`config.mk`:
```
export PLATFORM = sky130hd
export DESIGN_NAME = tlp_cpl_encoder
export DESIGN_NICKNAME = d
export VERILOG_FILES = /design/src/rtl/tlp_pkg.sv /design/src/rtl/tlp_cpl_bytecount.sv /design/src/rtl/tlp_cpl_encoder.sv
export SDC_FILE = /design/constraint.sdc
export NUM_CORES = 1
export LEC_CHECK = 0
export CAP_MARGIN = 15
export CORE_MARGIN = 3
export CORE_UTILIZATION = 40
export DETAILED_ROUTE_END_ITERATION = 10
export GPL_TIMING_DRIVEN = 0
export PLACE_DENSITY = 0.77
export SLEW_MARGIN = 20
export SYNTH_ARGS = -nofsm -noshare
export SYNTH_HDL_FRONTEND = slang
export SYNTH_SLANG_ARGS = --single-unit
```
`constraint.sdc`:
```
create_clock -name clk -period 2 [get_ports clk]
set_clock_uncertainty 0.05 [all_clocks]
set_input_delay 0.6 -clock clk [delete_from_list [all_inputs] [get_ports clk]]
set_output_delay 0.6 -clock clk [all_outputs]
set_load 0.05 [all_outputs]
```
`src/rtl/tlp_pkg.sv`:
```
// Shared constants and state encoding for the completion TLP encoder.
// The byte-count helper is kept separate so the future multi-DW completer can reuse it.
package tlp_pkg;

   localparam logic [6:0] FMT_TYPE_CPL  = 7'h0A;
   localparam logic [6:0] FMT_TYPE_CPLD = 7'h4A;

   localparam logic [2:0] CPL_SC = 3'b000;
   localparam logic [2:0] CPL_UR = 3'b001;
   localparam logic [2:0] CPL_CA = 3'b100;

   typedef enum logic [1:0] {
      ST_IDLE  = 2'd0,
      ST_BEAT0 = 2'd1,
      ST_BEAT1 = 2'd2
   } state_e;

endpackage

```
`src/rtl/tlp_cpl_bytecount.sv`:
```
// Combinational byte count / lower address derivation for a completion,
// computed from the request's first byte enable, length and DW address.
module tlp_cpl_bytecount (
   input  logic [3:0]  i_first_be,
   input  logic [9:0]  i_length,
   input  logic [4:0]  i_addr_hi,
   output logic [11:0] o_byte_count,
   output logic [6:0]  o_lower_addr
);

   logic [1:0] w_lo;

   always_comb begin
      o_byte_count = 12'd1;
      if (i_length == 10'd1) begin
         casez (i_first_be)
            4'b1??1:                    o_byte_count = 12'd4;
            4'b01?1, 4'b1?10:           o_byte_count = 12'd3;
            4'b0011, 4'b0110, 4'b1100:  o_byte_count = 12'd2;
            default:                    o_byte_count = 12'd1;
         endcase
      end else begin
         // Length 0 encodes 1024 DW; the 12-bit truncation yields 0 as required.
         o_byte_count = {i_length, 2'b00};
      end
   end

   always_comb begin
      w_lo = 2'b00;
      casez (i_first_be)
         4'b???1, 4'b0000: w_lo = 2'b00;
         4'b??10:          w_lo = 2'b01;
         4'b?100:          w_lo = 2'b10;
         4'b1000:          w_lo = 2'b11;
         default:          w_lo = 2'b00;
      endcase
   end

   assign o_lower_addr = {i_addr_hi, w_lo};

endmodule

```
`src/rtl/tlp_cpl_encoder.sv`:
```
// Turns one decoder completion request into a 3DW Cpl/CplD on the 64-bit TX stream.
// Only one completion is in flight; tlp_enc_ready is high only while idle.
module tlp_cpl_encoder
   import tlp_pkg::*;
#(
   parameter int C_DATA_WIDTH = 64,
   parameter int STRB_WIDTH   = C_DATA_WIDTH / 8
) (
   input  logic                    clk,
   input  logic                    reset,
   input  logic                    lnk_up,
   input  logic                    tenc_req_compl,
   input  logic                    tenc_req_compl_wd,
   input  logic [2:0]              tenc_tc,
   input  logic [1:0]              tenc_attr,
   input  logic [9:0]              tenc_length,
   input  logic [15:0]             tenc_rid,
   input  logic [7:0]              tenc_tag,
   input  logic [7:0]              tenc_be,
   input  logic [12:0]             tenc_addr,
   input  logic [2:0]              tenc_compl_code,
   input  logic [31:0]             tenc_data,
   input  logic [15:0]             cfg_completer_id,
   output logic                    tlp_enc_ready,
   output logic [C_DATA_WIDTH-1:0] enc_tx_tdata,
   output logic [STRB_WIDTH-1:0]   enc_tx_tstrb,
   output logic                    enc_tx_tvalid,
   output logic                    enc_tx_tlast,
   input  logic                    enc_tx_tready,
   output logic [1:0]              o_dbg_state
);

   // TX handshake: a beat transfers on a rising edge where tvalid & tready;
   // while tready is low every TX output holds its value.

   state_e                  r_state;
   state_e                  w_state_nxt;
   logic                    r_ready;
   logic                    w_ready_nxt;
   logic [C_DATA_WIDTH-1:0] r_tdata;
   logic [C_DATA_WIDTH-1:0] w_tdata_nxt;
   logic [STRB_WIDTH-1:0]   r_tstrb;
   logic [STRB_WIDTH-1:0]   w_tstrb_nxt;
   logic                    r_tvalid;
   logic                    w_tvalid_nxt;
   logic                    r_tlast;
   logic                    w_tlast_nxt;

   logic                    r_is_wd;
   logic [15:0]             r_rid;
   logic [7:0]              r_tag;
   logic [6:0]              r_lower_addr;
   logic [31:0]             r_data;

   logic                    w_accept;
   logic                    w_is_wd;
   logic [11:0]             w_byte_count;
   logic [6:0]              w_lower_addr;
   logic [31:0]             w_dw0;
   logic [31:0]             w_dw1;
   logic [31:0]             w_dw2;
   logic [31:0]             w_dw3;
   logic                    w_unused;

   assign w_unused = ^{tenc_addr[12:7], tenc_addr[1:0], tenc_be[7:4]};

   tlp_cpl_bytecount u_bytecount (
      .i_first_be   (tenc_be[3:0]),
      .i_length     (tenc_length),
      .i_addr_hi    (tenc_addr[6:2]),
      .o_byte_count (w_byte_count),
      .o_lower_addr (w_lower_addr)
   );

   // compl_wd wins when both pulses arrive together.
   assign w_is_wd = tenc_req_compl_wd;

   assign w_dw0 = {1'b0, (w_is_wd ? FMT_TYPE_CPLD : FMT_TYPE_CPL), 1'b0, tenc_tc, 4'b0000,
                   1'b0, 1'b0, tenc_attr, 2'b00, (w_is_wd ? 10'd1 : 10'd0)};
   assign w_dw1 = {cfg_completer_id, tenc_compl_code, 1'b0, w_byte_count};
   assign w_dw2 = {r_rid, r_tag, 1'b0, r_lower_addr};
   assign w_dw3 = r_is_wd ? r_data : 32'h0000_0000;

   always_comb begin
      w_state_nxt  = r_state;
      w_ready_nxt  = r_ready;
      w_tdata_nxt  = r_tdata;
      w_tstrb_nxt  = r_tstrb;
      w_tvalid_nxt = r_tvalid;
      w_tlast_nxt  = r_tlast;
      w_accept     = 1'b0;

      case (r_state)
         ST_IDLE: begin
            if (lnk_up && (tenc_req_compl || tenc_req_compl_wd)) begin
               w_accept     = 1'b1;
               w_state_nxt  = ST_BEAT0;
               w_ready_nxt  = 1'b0;
               w_tdata_nxt  = {w_dw1, w_dw0};
               w_tstrb_nxt  = 8'hFF;
               w_tvalid_nxt = 1'b1;
               w_tlast_nxt  = 1'b0;
            end
         end
         ST_BEAT0: begin
            if (!lnk_up) begin
               w_state_nxt  = ST_IDLE;
               w_ready_nxt  = 1'b1;
               w_tdata_nxt  = '0;
               w_tstrb_nxt  = '0;
               w_tvalid_nxt = 1'b0;
               w_tlast_nxt  = 1'b0;
            end else if (enc_tx_tready) begin
               w_state_nxt  = ST_BEAT1;
               w_tdata_nxt  = {w_dw3, w_dw2};
               w_tstrb_nxt  = r_is_wd ? 8'hFF : 8'h0F;
               w_tlast_nxt  = 1'b1;
            end
         end
         ST_BEAT1: begin
            if (!lnk_up || enc_tx_tready) begin
               w_state_nxt  = ST_IDLE;
               w_ready_nxt  = 1'b1;
               w_tdata_nxt  = '0;
               w_tstrb_nxt  = '0;
               w_tvalid_nxt = 1'b0;
               w_tlast_nxt  = 1'b0;
            end
         end
         default: begin
            w_state_nxt  = ST_IDLE;
            w_ready_nxt  = 1'b1;
            w_tdata_nxt  = '0;
            w_tstrb_nxt  = '0;
            w_tvalid_nxt = 1'b0;
            w_tlast_nxt  = 1'b0;
         end
      endcase
   end

   always_ff @(posedge clk) begin
      if (reset) begin
         r_state  <= ST_IDLE;
         r_ready  <= 1'b1;
         r_tdata  <= '0;
         r_tstrb  <= '0;
         r_tvalid <= 1'b0;
         r_tlast  <= 1'b0;
      end else begin
         r_state  <= w_state_nxt;
         r_ready  <= w_ready_nxt;
         r_tdata  <= w_tdata_nxt;
         r_tstrb  <= w_tstrb_nxt;
         r_tvalid <= w_tvalid_nxt;
         r_tlast  <= w_tlast_nxt;
      end
   end

   // Second-beat fields are captured at acceptance so the decoder may move on.
   always_ff @(posedge clk) begin
      if (reset) begin
         r_is_wd      <= 1'b0;
         r_rid        <= '0;
         r_tag        <= '0;
         r_lower_addr <= '0;
         r_data       <= '0;
      end else if (w_accept) begin
         r_is_wd      <= w_is_wd;
         r_rid        <= tenc_rid;
         r_tag        <= tenc_tag;
         r_lower_addr <= w_lower_addr;
         r_data       <= tenc_data;
      end
   end

   assign tlp_enc_ready = r_ready;
   assign enc_tx_tdata  = r_tdata;
   assign enc_tx_tstrb  = r_tstrb;
   assign enc_tx_tvalid = r_tvalid;
   assign enc_tx_tlast  = r_tlast;
   assign o_dbg_state   = r_state;

endmodule

```
==> summary.txt <==
Post-synthesis adder-cell area fraction: 0.197%
CP bufs+invs: 1
DR vias/cell: 5.28
Worst path cell trace: clkdlybuf4s50_1 -> o21ai_2 -> a2bb2oi_4 -> nor2_2 -> a221o_1
Worst Hold End: enc_tx_tdata[1]$_SDFFE_PP0P_
Die area: 0.0141 sq mm
Number of global-route vias before repair: 5284
Nets: 937
Worst skew pair latency: 0.40 ns
Asr flop ratio synth: 0%
Net Sw Power: 1.99 mW
Die Span Y: 119 um
Total CTS buffers: 17
Clock Sinks: 134
Synth area leader: dfxtp_1
Headroom to the max-slew limit: 63.4%
CP top delay family: compound AO/OA/AOI/OAI gates
# Max-Cap Violations: 0
Starting Density: 41.7%
Worst Setup End Kind: register
Root buffer cell: clkbuf_16
Sequential fraction of the synthesis area: 52.7%
Core Area: 0.0122 sq mm
Sw frac: 28.1%
Post-synthesis mux area share: 0.614%
Commonest non-fill, non-tap cells in the layout: 157 x nand2_1, 132 x dfxtp_1, 102 x clkdlybuf4s50_1
Seq pwr share: 41.3%
Antenna violations before repair: 0
Die Wd: 119 um
Crit-path max FO: 10
Largest net degree at the start of global routing: 17
Vias: 5274
Slowest-stage cell, CP: clkdlybuf4s50_1
Post-synth top area share: 52.7%
Main combinational cell family by area after synthesis: simple AND/OR/NAND/NOR gates
RSZ-0062 raised after global routing: true
HP Start: enc_tx_tdata[1]$_SDFFE_PP0P_
Syn Inst Count: 621
Pwr dens: 922 mW/mm^2
Avg WL per Cell: 16.9 um
Worst Path Required: 2.29 ns
Total iterations of the first detailed-routing run: 6
Compound-Gate Fraction of Synth Area: 18.5%
DRC viols: 0
Layout cells sized above 1: 12.5%
Layout area overhead: 51.0%
Post-synth EDFFs: 0
I/O Pins: 194
Detailed Place HPWL: 12300 um
Syn avg cell area: 8.20 sq um
Placer Congestion: 0.895
R2r endpoint: r_lower_addr[1]$_SDFFE_PP0P_
Routed WL: 16900 um
Post-Synth XOR/XNOR Area: 0.344%
Cell Int Power: 5.10 mW
Status: finished clean
Max-slew violation count: 0
Final setup fails: 0
Leakage: 3.23 nW
Synth Cell Area: 0.00509 sq mm
GRT overflow: 0
Antenna diodes: 0
Port Buffers: 179
Overall power: 7.09 mW
Worst vdd ir: 0.581 mV
Synth warn: 0
First-pass GRT wire length: 26500 um
#FFs+latches synth: 134
Tot GR Track Use: 23.4%
Post-Synth Simple-Gate Area: 22.5%
Hold Crit Class: reg -> reg
Row count: 40
Maximum operating frequency: 512 MHz
Gate power share: 19.1%
Most common cell after layout, fill and taps aside: nand2_1
H-tree Lvls: 4
1st-iter DRT viols: 481
Setup Crit Path Kind: in -> reg
Clock Power Share: 39.6%
Worst Reg2Reg Path Length in Cells: 5
Fin crit share: 97.7%
CP Launch Type: input pin
Reg2reg start: o_dbg_state[1]$_SDFFE_PP0P_
WHS Path Cells: 2
Distinct cells, synth: 45
Main flop type after synthesis: dfxtp_1
Post-Route Utilization: 63.0%
Largest cells by area after synthesis: dfxtp_1 53%, nand2_1 12%, a21oi_1 9.5%, a221oi_1 4.3%, clkbuf_1 3.4%
Synthesized net count: 738
Setup TNS: 0 ns
FF-to-FF setup slack: 0.05 ns
Largest stage delay, worst path: 0.47 ns
Clk pin slew, worst setup/hold paths: 0.05 ns
Max clock buf depth: 2
DRT antenna net count: 0
Fillers: 1102
CTS tree: built
Worst Path Arrival: 2.25 ns
Final-report hold violation count: 0
Worst-Margin Slew: 0.551 ns
Min cycle time layout: 1.95 ns
Hold-fix buffers, CTS: 0
-- power by group through the flow --
stage          Combinational, mW  Sequential [mW]  Clock, mW
6_report                    1.36             2.93       2.81
5_1_grt                     1.45             2.94       2.96
4_1_cts                     1.34             2.92       2.83
3_5_place_dp                1.36             2.98          0
3_3_place_gp                1.34             2.97          0
2_1_floorplan              0.499             3.26          0
-- repair_timing --
action,in CTS,in global routing
pin swaps,0,1
resized for setup,142,43
buffers inserted,0,2
setup endpoints to repair,209,118
-- through the flow --
step           instances  area (sq um)  hold slack, ns  worst slack (ns)
2_1_floorplan        621          5090           0.382          0.000271
3_3_place_gp         968          7100           0.383             -1.09
3_5_place_dp         968          7100           0.396             -1.13
4_1_cts              996          7670           0.402          0.000528
5_1_grt              998          7690           0.424           -0.0423
6_report             998          7690           0.400            0.0452
-- worst min-delay path: stages, from the launching register on --
cell,delay (ns)
dfxtp_1,0.30
nand2_1,0.05
a21oi_1,0.05
-- cells in the mapped netlist (2+ instances only) --
cell	n
a21oi_1	97
a221o_1	3
a221oi_1	25
a22o_1	11
a31oi_1	2
and2_1	2
and3_1	6
buf_1	3
buf_2	2
buf_4	7
clkbuf_1	46
dfxtp_1	134
inv_1	3
mux2i_1	2
nand2_1	157
nand2b_1	2
nand3_1	25
nor2_1	36
nor3_1	29
o21a_1	2
o22ai_1	2
or3_1	2
-- worst max path at each step --
stage	start	to	cells past startpoint
after floorplan	o_dbg_state[1]$_SDFFE_PP0P_	r_data[10]$_SDFFE_PP0P_	8
after global placement	lnk_up	r_data[14]$_SDFFE_PP0P_	6
after detailed placement	lnk_up	r_data[14]$_SDFFE_PP0P_	6
after CTS	enc_tx_tstrb[3]$_SDFFE_PP0P_	enc_tx_tstrb[0]	1
after global routing	tenc_req_compl	enc_tx_tdata[43]$_SDFFE_PP0P_	6
final	tenc_req_compl_wd	enc_tx_tdata[40]$_SDFFE_PP0P_	5
-- layer usage --
metal / global-route usage [%] / routed length (um) / vias to the layer above
met4: 7.60 / 352 / 0
li1: - / - / 2533
met3: 5.94 / 1200 / 28
met1: 28.0 / 6940 / 2483
met2: 41.1 / 8370 / 230
met5: 0 / 0 / -
-- state kept, by name (all words and copies together) (netlist names) --
register,flops
r_lower_addr,7
enc_tx_tstrb,2
r_data,32
tlp_enc_ready,1
o_dbg_state,2
enc_tx_tvalid,1
r_is_wd,1
r_tag,8
enc_tx_tlast,1
enc_tx_tdata,63
r_rid,16
-- layout make-up --
class	count	area, sq um	share of cell area, %
sequential	134	2690	34.9
multi-input combinational	426	2220	28.9
timing repair buffer	181	1710	22.2
clock buffer	25	515	6.71
buffer	57	315	4.10
tap	168	210	2.73
clock inverter	4	20.0	0.260
inverter	3	11.3	0.146
-- cells by family after synthesis --
group,Yosys count
simple gates,269
compound gates,150
flops,134
buf+inv,61
mux,3
xor+xnor,2
fa+ha+maj,1
other cells,1
No activity file was read; power rests on OpenSTA's default activity.
